$ cat src/rtl/miner_pkg.sv
// Shared types and sizing constants for the miner work path (loader, nonce claim).
package miner_pkg;

    typedef enum logic [1:0] {
        IDLE  = 2'd0,
        LOAD  = 2'd1,
        READY = 2'd2
    } loader_state_t;

    localparam int WORK_WORDS = 24;
    localparam int MID_BITS   = 256;
    localparam int HEAD_BITS  = 512;

endpackage

$ cat src/rtl/nonce_claim_reg.sv
// Latches the first winning nonce of a work unit and holds a claim flag until
// the memory manager acknowledges it or a new unit starts.
module nonce_claim_reg #(
    parameter int DATAWIDTH = 32
) (
    input  logic                 clk,
    input  logic                 rst_n,
    input  logic                 ready,
    input  logic                 start,
    input  logic                 found,
    input  logic [DATAWIDTH-1:0] nonce,
    input  logic                 response,
    output logic                 claim,
    output logic [DATAWIDTH-1:0] claim_nonce
);

    // Clearing beats latching: a new unit or an acknowledge in the same cycle
    // as a find drops that nonce rather than re-arming the claim.
    // NOTE: sequential state uses non-blocking assignments so every flop samples
    // pre-edge values regardless of statement order.
    always_ff @(posedge clk or negedge rst_n) begin
        if (!rst_n) begin
            claim       <= 1'b0;
            claim_nonce <= '0;
        end else if (start || response) begin
            claim <= 1'b0;
        end else if (found && ready && !claim) begin
            claim       <= 1'b1;
            claim_nonce <= nonce;
        end
    end

endmodule

$ cat src/rtl/work_loader.sv
// Assembles a streamed 24-word work unit (midstate + header) into parallel
// vectors for the hash core and forwards the first winning nonce as a claim.
module work_loader
    import miner_pkg::*;
#(
    parameter int DATAWIDTH  = 32,
    parameter int MID_WORDS  = 8,
    parameter int HEAD_WORDS = 16
) (
    input  logic                            clk,
    input  logic                            reset,
    input  logic                            start_in,
    input  logic                            shift_in_enable,
    input  logic [DATAWIDTH-1:0]            data_in,
    output logic [MID_WORDS*DATAWIDTH-1:0]  midState,
    output logic [HEAD_WORDS*DATAWIDTH-1:0] headData,
    output logic                            work_valid,
    output logic                            work_start,
    output logic                            load_overrun,
    input  logic                            hash_found,
    input  logic [DATAWIDTH-1:0]            hash_nonce,
    output logic                            sol_claim,
    output logic [DATAWIDTH-1:0]            core_nonce,
    input  logic                            sol_response
);

    localparam int SR_BITS = MID_BITS + HEAD_BITS;
    localparam int CNT_W   = $clog2(WORK_WORDS + 1);
    localparam logic [CNT_W-1:0] LAST_IDX = CNT_W'(MID_WORDS + HEAD_WORDS - 1);

    loader_state_t      state, state_next;
    logic [CNT_W-1:0]   cnt, cnt_next;
    logic [SR_BITS-1:0] sr, sr_next;
    logic               valid_next, start_next, overrun_next;

    // NOTE: every signal written here gets a default first, so no path through
    // the case statement can leave one unassigned and infer a latch.
    always_comb begin
        state_next   = state;
        cnt_next     = cnt;
        sr_next      = sr;
        valid_next   = work_valid;
        start_next   = 1'b0;
        overrun_next = load_overrun;

        unique case (state)
            IDLE: begin
                if (start_in) begin
                    state_next   = LOAD;
                    cnt_next     = '0;
                    sr_next      = '0;
                    overrun_next = 1'b0;
                end
            end
            LOAD: begin
                if (start_in) begin
                    cnt_next = '0;
                    sr_next  = '0;
                end else if (shift_in_enable) begin
                    // Newest word enters at the top; word 0 ends up at bit 0.
                    sr_next  = {data_in, sr[SR_BITS-1:DATAWIDTH]};
                    cnt_next = cnt + 1'b1;
                    if (cnt == LAST_IDX) begin
                        state_next = READY;
                        valid_next = 1'b1;
                        start_next = 1'b1;
                    end
                end
            end
            READY: begin
                if (start_in) begin
                    state_next   = LOAD;
                    cnt_next     = '0;
                    sr_next      = '0;
                    valid_next   = 1'b0;
                    overrun_next = 1'b0;
                end else if (shift_in_enable) begin
                    overrun_next = 1'b1;
                end
            end
            default: state_next = IDLE;
        endcase
    end

    // NOTE: the shift register is a flop array, not a RAM, so it takes the
    // reset too; outputs must read zero and partial loads must vanish on reset.
    always_ff @(posedge clk or negedge reset) begin
        if (!reset) begin
            state        <= IDLE;
            cnt          <= '0;
            sr           <= '0;
            work_valid   <= 1'b0;
            work_start   <= 1'b0;
            load_overrun <= 1'b0;
        end else begin
            state        <= state_next;
            cnt          <= cnt_next;
            sr           <= sr_next;
            work_valid   <= valid_next;
            work_start   <= start_next;
            load_overrun <= overrun_next;
        end
    end

    assign midState = sr[MID_BITS-1:0];
    assign headData = sr[SR_BITS-1:MID_BITS];

    nonce_claim_reg #(
        .DATAWIDTH(DATAWIDTH)
    ) u_claim (
        .clk        (clk),
        .rst_n      (reset),
        .ready      (state == READY),
        .start      (start_in),
        .found      (hash_found),
        .nonce      (hash_nonce),
        .response   (sol_response),
        .claim      (sol_claim),
        .claim_nonce(core_nonce)
    );

endmodule

$ cat config.mk
export PLATFORM = sky130hd
export DESIGN_NAME = work_loader
export DESIGN_NICKNAME = d
export VERILOG_FILES = /design/src/rtl/miner_pkg.sv /design/src/rtl/nonce_claim_reg.sv /design/src/rtl/work_loader.sv
export SDC_FILE = /design/constraint.sdc
export NUM_CORES = 1
export LEC_CHECK = 0
export BUFFER_PORTS_ARGS = -buffer_cell sky130_fd_sc_hd__buf_2
export CAP_MARGIN = 15
export CORE_AREA = 3 3 343 345
export CTS_BUF_LIST = sky130_fd_sc_hd__clkbuf_16
export CTS_CLUSTER_SIZE = 8
export DETAILED_ROUTE_END_ITERATION = 6
export DIE_AREA = 0 0 346 348
export HOLD_SLACK_MARGIN = 0.06
export PLACE_DENSITY = 0.53
export SLEW_MARGIN = 40
export SYNTH_ARGS = -nofsm -noshare
export SYNTH_HDL_FRONTEND = slang
export SYNTH_SLANG_ARGS = --single-unit
$ cat constraint.sdc
create_clock -name clk -period 2.4 [get_ports clk]
set_input_delay 0.36 -clock clk [delete_from_list [all_inputs] [get_ports clk]]
set_output_delay 0.36 -clock clk [all_outputs]
set_load 0.03 [all_outputs]
==> flow_metrics.env, run 1 <==
export IMPL_drc=0
export IMPL_clock_sinks=811
export IMPL_slowest_delay_ns=0.72
export IMPL_ys_seq_area_frac=0.7071
export IMPL_finalNetCount=2864
export IMPL_crit_type="reg -> out"
export IMPL_tns_ns=0
export IMPL_fin_crit_ns=2.056
export IMPL_report_final_slew_viol_count=0
export IMPL_cp_max_fo=3
export IMPL_ys_warn_count=0
export IMPL_synth_edf_count=0
export IMPL_worst_pin_slew_ns=0.6055
export IMPL_fin_skew_ns=0.04798
export IMPL_dp_cells=4123
export IMPL_numCtsBuffers=111
export IMPL_firstDrtPassIters=5
export IMPL_start_util=0.2507
export IMPL_critPathSlowestCell="dfrtp_1"
export IMPL_synth_most_common_cell="dfrtp_1"
export IMPL_arrival_ns=1.70
export IMPL_synthFlopType="dfrtp_1"
export IMPL_crit_buf_inv=1
export IMPL_syn_inst=1826
export IMPL_synthesis_area_um2=28700
export IMPL_irDropWorstVdd_uv=544.8
export IMPL_grt_pass1_vias=21019
export IMPL_grt_pass1_wl_mm=153.1
export IMPL_grtUsageTotal=0.1685
export IMPL_post_route_period_util=0.8567
export IMPL_grt_overflow=0
export IMPL_vias=20697
export IMPL_synthDistinctLibCells=29
export IMPL_path_cells="buf_2"
export IMPL_final_cells=4317
export IMPL_maxCapViolCount=0
export IMPL_outcome="finished, final reports clean"
export IMPL_synth_area_top_cells="dfrtp_1, a22o_1, buf_2"
export IMPL_synth_area_leader_cell="dfrtp_1"
export IMPL_clockBufferDepth=3
export IMPL_rows=124
export IMPL_antenna_left=0
export IMPL_syn_nets=1897
export IMPL_rsz0062_at_grt="no"
export IMPL_timing_fmax_mhz=486.4
export IMPL_power_density_nw_per_um2=768.2
export IMPL_grt_start_max_net_pins=77
export IMPL_cp_start_kind="flip-flop"
export IMPL_clk_pin_slew_ns=0.05
export IMPL_io_pins=874
export IMPL_fp_dieW_um=346
export IMPL_hold_class="in -> reg"
export IMPL_crit_start="sr[454]"
export IMPL_antenna_found_initial=1
export IMPL_required_ns=2.04
export IMPL_dpl_hpwl_mm=78.12
export IMPL_drt_iter0_drc=1436
export IMPL_avgSynthCellArea_um2=15.72
export IMPL_finalSetupViolations=0
export IMPL_ctsResizeCount=0
export IMPL_cp_end_kind="output port"
export IMPL_clockRootBuffer="clkbuf_16"
export IMPL_synth_top_cells_by_count="dfrtp_1, a22o_1, buf_2, mux2_2"
export IMPL_p_leak_nw=21.02
export IMPL_syn_to_final_growth_pct=34.44
export IMPL_final_layout_size_suffix_gt1_frac=0.3989
export IMPL_hold_viol_final=0
export IMPL_io_buffers=873
export IMPL_async_reset_ff_frac=1.000
export IMPL_hp_start="shift_in_enable"
export IMPL_synth_seq_cells=811
export IMPL_fillers=11338
export IMPL_regToRegStartpoint="state[0]"
export IMPL_place_congestion=0.8565
export IMPL_viasPerCell=4.794
export IMPL_slew_headroom=0.5964
export IMPL_cts_max_level=3
export IMPL_fp_dieH_um=348
export IMPL_cts_tree="built"
export IMPL_die_area_um2=120400
export IMPL_synth_top_area_frac=0.7071
export IMPL_core_area_um2=114500
export IMPL_critPathTopFamily="flip-flops"
export IMPL_routedWlPerCell_um=24.40
export IMPL_wirelength_mm=105.3
export IMPL_clkLatencyLatePin_ns=0.68
## routing by layer
metal | vias up | GRT usage | share of wire | routed length [um]
li1 | 9030 | - | - | -
met1 | 10657 | 0.2099 | 0.41 | 43070
met2 | 873 | 0.2755 | 0.48 | 50040
met3 | 137 | 0.05401 | 0.084 | 8850
met4 | 0 | 0.05981 | 0.032 | 3371
met5 | - | 0 | 0 | 0
## cell families (layout without fill, tap and decap cells)
kind of cell,count (synthesis),after routing,synth area share
AOI/OAI and AO/OA,784,784,0.2382
adders and majority gates,1,1,0.0004359
buffers and inverters,180,1154,0.03758
DFF,811,811,0.7071
muxes,33,33,0.01295
other,0,5,0
and+or+nand+nor,17,17,0.003749
## per-stage QoR
step	hold WS [ns]	setup slack (ns)	utilization	power, mW	instance area, um^2
after floorplan	0.06441	0.7099	-	15.08	28700
after global placement	0.2628	0.5011	0.3048	15.89	34900
after detailed placement	0.2685	0.4686	0.3048	15.89	34900
after CTS	0.08604	0.2501	0.3369	30.10	38580
after global routing	0.1611	0.1923	0.3369	30.76	38580
final	0.1647	0.3439	0.3370	29.64	38590
## final timing paths
path | endpoint | slack [ns] | cells past startpoint
worst max-delay path | headData[198] | 0.34 | 1
worst min-delay path | state[0] | 0.16 | 3
worst max register to register | sr[653] | 0.45 | 5
worst min register to register | sr[616] | 0.49 | 1
max in group asynchronous | sr[573] | 1.25 | 3
min in group asynchronous | sr[96] | 0.17 | 2
## placed cells by master (no fill, tap or decap), drive strengths merged
master / synthesis / routed
nor2b: 1 / 1
nor3: 2 / 2
a22o: 769 / 769
or4: 2 / 2
and3: 1 / 1
nand2b: 2 / 2
nand3: 3 / 3
buf: 169 / 961
a32o: 1 / 1
dfrtp: 811 / 811
mux2: 33 / 33
diode: 0 / 5
o21ai: 1 / 1
clkbuf: 7 / 114
ha: 1 / 1
nor4bb: 1 / 1
a21oi: 5 / 5
a31oi: 1 / 1
dlygate4sd3: 0 / 69
a21boi: 2 / 2
and2: 1 / 1
nand4: 1 / 1
and2b: 1 / 1
nand2: 1 / 1
o31ai: 5 / 5
clkinv: 0 / 6
or2: 1 / 1
inv: 4 / 4
## final cells by class
class | instances | area, um^2 | area share
sequential | 811 | 20290 | 0.5259
clock inverter | 6 | 128.9 | 0.003340
antenna | 5 | 12.51 | 0.0003242
clock buffer | 114 | 2853 | 0.07393
tap | 1512 | 1892 | 0.04903
inverter | 4 | 15.01 | 0.0003891
multi-input combinational | 835 | 7337 | 0.1901
timing repair buffer | 1030 | 6056 | 0.1569
## worst register-to-register path: cells and delay by family (launching register included)
kind            cells  cell delay [ns]
buf+inv             2             0.68
compound gates      2             0.51
flops               1             0.46
simple gates        1             0.21
## power by group
group	total (mW)	switching, mW	internal, mW
registers	13.9	0.112	13.8
clock network	13.9	5.62	8.29
logic	1.82	1.33	0.490
total	29.6	7.06	22.6
## state kept, by name, summed over array words and instances (netlist names)
name and cells:
work_start 1, u_claim.claim_nonce 32, u_claim.claim 1, work_valid 1, sr 768, state 2, cnt 5, load_overrun 1
## repair_timing
| action | 4_1_cts | 5_1_grt |
|---|---|---|
| hold endpoints to repair | 374 | 0 |
| setup buffers | 0 | 0 |
| hold buffers | 69 | 0 |
No activity file was read; power rests on OpenSTA's default activity.
==> run 2: changes to the inputs <==
- CELL_PAD_IN_SITES_DETAIL_PLACEMENT: default -> 1
- CELL_PAD_IN_SITES_GLOBAL_PLACEMENT: default -> 1
- CORE_AREA: 3 3 343 345 -> 3 3 340 342
- DIE_AREA: 0 0 346 348 -> 0 0 343 345
- PLACE_DENSITY: 0.53 -> 0.61
==> run 2 against run 1 <==
Via count grew 1.9%; core utilization up 0.58 points; critical path type unchanged; count of clock-buffer cells in the layout is 1 lower; cell area hardly changed; cell count is 0.39% lower; sequential share of layout area barely moved; maximum frequency increased by 5.5%; non-clock buffer count is 5 lower; global-route usage grew 0.90 points; first-iteration DRC count rose by 2.6%.
==> flow_metrics.env, run 2 (synthesis gave the netlist of run 1 again) <==
export IMPL_outcome="finished, final reports clean"
export IMPL_largest_register_ffs=768
export IMPL_core_area_um2=112700
export IMPL_grt_overflow=0
export IMPL_cp_start_kind="flip-flop"
export IMPL_power_density_nw_per_um2=776.5
export IMPL_hp_start="shift_in_enable"
export IMPL_io_pins=874
export IMPL_fp_dieH_um=345
export IMPL_clockRootBuffer="clkbuf_16"
export IMPL_grtUsageTotal=0.1774
export IMPL_layout_common_cells="buf_2, dfrtp_1, a22o_1"
export IMPL_cts_max_level=3
export IMPL_antenna_found_initial=1
export IMPL_critPathTopFamily="flip-flops"
export IMPL_fin_ws_ns=0.4504
export IMPL_drc=0
export IMPL_regToRegStartpoint="state[0]"
export IMPL_top_register="sr"
export IMPL_register_area_um2=20290
export IMPL_die_area_um2=118300
export IMPL_routedWlPerCell_um=25.36
export IMPL_slew_headroom=0.5202
export IMPL_path_cells="buf_2"
export IMPL_numCtsBuffers=113
export IMPL_drt_iter0_drc=1473
export IMPL_wirelength_mm=109.1
export IMPL_report_final_slew_viol_count=0
export IMPL_worst_pin_slew_ns=0.7197
export IMPL_clockBufferDepth=3
export IMPL_start_util=0.2548
export IMPL_hold_viol_final=0
export IMPL_critPathSlowestCell="dfrtp_1"
export IMPL_tns_ns=0
export IMPL_finalSetupViolations=0
export IMPL_viasPerCell=4.903
export IMPL_rsz0062_at_grt="no"
export IMPL_place_congestion=0.8483
export IMPL_finalNetCount=2861
export IMPL_mostFrequentLayoutCell="buf_2"
export IMPL_crit_buf_inv=1
export IMPL_fillers=12109
export IMPL_required_ns=2.04
export IMPL_grt_pass1_wl_mm=158.5
export IMPL_crit_type="reg -> out"
export IMPL_irDropWorstVdd_uv=529.9
export IMPL_arrival_ns=1.59
export IMPL_post_route_period_util=0.8123
export IMPL_largestRegisters="sr x768, u_claim.claim_nonce x32, cnt x5"
export IMPL_slowest_delay_ns=0.62
export IMPL_clkLatencyLatePin_ns=0.67
export IMPL_syn_to_final_growth_pct=34.56
export IMPL_hold_class="in -> reg"
export IMPL_pre_cts_slack_ns=0.4979
export IMPL_firstDrtPassIters=5
export IMPL_multi_input_area_um2=7337
export IMPL_cp_end_kind="output port"
export IMPL_rows=123
export IMPL_timing_fmax_mhz=512.9
export IMPL_cp_max_fo=3
export IMPL_dpl_hpwl_mm=80.38
export IMPL_io_buffers=873
export IMPL_p_leak_nw=21.05
export IMPL_antenna_left=0
export IMPL_fin_skew_ns=0.02484
export IMPL_clk_pin_slew_ns=0.05
export IMPL_fp_dieW_um=343
export IMPL_grt_pass1_vias=21766
export IMPL_vias=21084
export IMPL_clock_sinks=811
export IMPL_cts_tree="built"
export IMPL_fin_crit_ns=1.950
export IMPL_grt_start_max_net_pins=83
export IMPL_final_layout_size_suffix_gt1_frac=0.3985
export IMPL_maxCapViolCount=0
export IMPL_crit_start="sr[453]"
==> run 2: changes by cell type in the layout (fill, tap and decap cells not counted), sizes merged <==
cell	change
bufinv	+3
inv	+5
clkinv	-5
clkinvlp	+1
buf	-5
diode	-3
clkbuf	-1
==> run 2: layer usage <==
layer  wire length, um  global-route usage
met4              3278             0.06051
met1             43960              0.2194
met2             53050              0.2966
met5                 0                   0
met3              8781             0.05013
==> run 2: final cells by class <==
type	count	share of cell area
Multi-Input combinational cell	835	0.1900
Antenna cell	2	0.0001296
Clock inverter	10	0.004827
Timing Repair Buffer	1025	0.1574
Clock buffer	113	0.07321
Sequential cell	811	0.5254
Inverter	4	0.0003887
Tap cell	1500	0.04859
==> run 2: power by group <==
part | switching [mW] | internal [mW]
clock network | 5.67 | 8.56
logic | 1.33 | 0.500
registers | 0.127 | 13.8
==> run 2: path summary, 6_finish.rpt <==
| check | depth (start not counted) | slack (ns) | endpoint |
|---|---|---|---|
| worst max register to register | 4 | 0.49 | sr[414] |
| worst max-delay path | 1 | 0.45 | headData[197] |
| worst min-delay path | 3 | 0.18 | state[0] |
| max in group asynchronous | 3 | 1.22 | sr[142] |
| min in group asynchronous | 2 | 0.23 | sr[9] |
| worst min register to register | 1 | 0.50 | sr[31] |
==> run 2: stage by stage <==
| stage | area, um^2 | std cells | total power, mW | utilization | hold WS, ns |
|---|---|---|---|---|---|
| floorplan | 28700 | 1826 | 15.08 | - | 0.06441 |
| global placement | 34910 | 4106 | 15.90 | 0.3099 | 0.3611 |
| detailed placement | 34910 | 4106 | 15.91 | 0.3099 | 0.3621 |
| CTS | 38620 | 4298 | 30.42 | 0.3428 | 0.09218 |
| global route | 38620 | 4299 | 31.13 | 0.3428 | 0.1363 |
| finish | 38620 | 4300 | 29.99 | 0.3429 | 0.1825 |
==> run 2: timing repair <==
action,in CTS,in global routing
hold buffers,69,0
setup buffers,0,0
hold endpoints to repair,91,0
resized for setup,0,0
==> run 2: worst reg2reg max path, delay by kind of cell, from the launching register on <==
| kind | cells | cell delay, ns |
|---|---|---|
| simple gates | 1 | 0.23 |
| buf+inv | 1 | 0.60 |
| flops | 1 | 0.46 |
| compound gates | 2 | 0.56 |
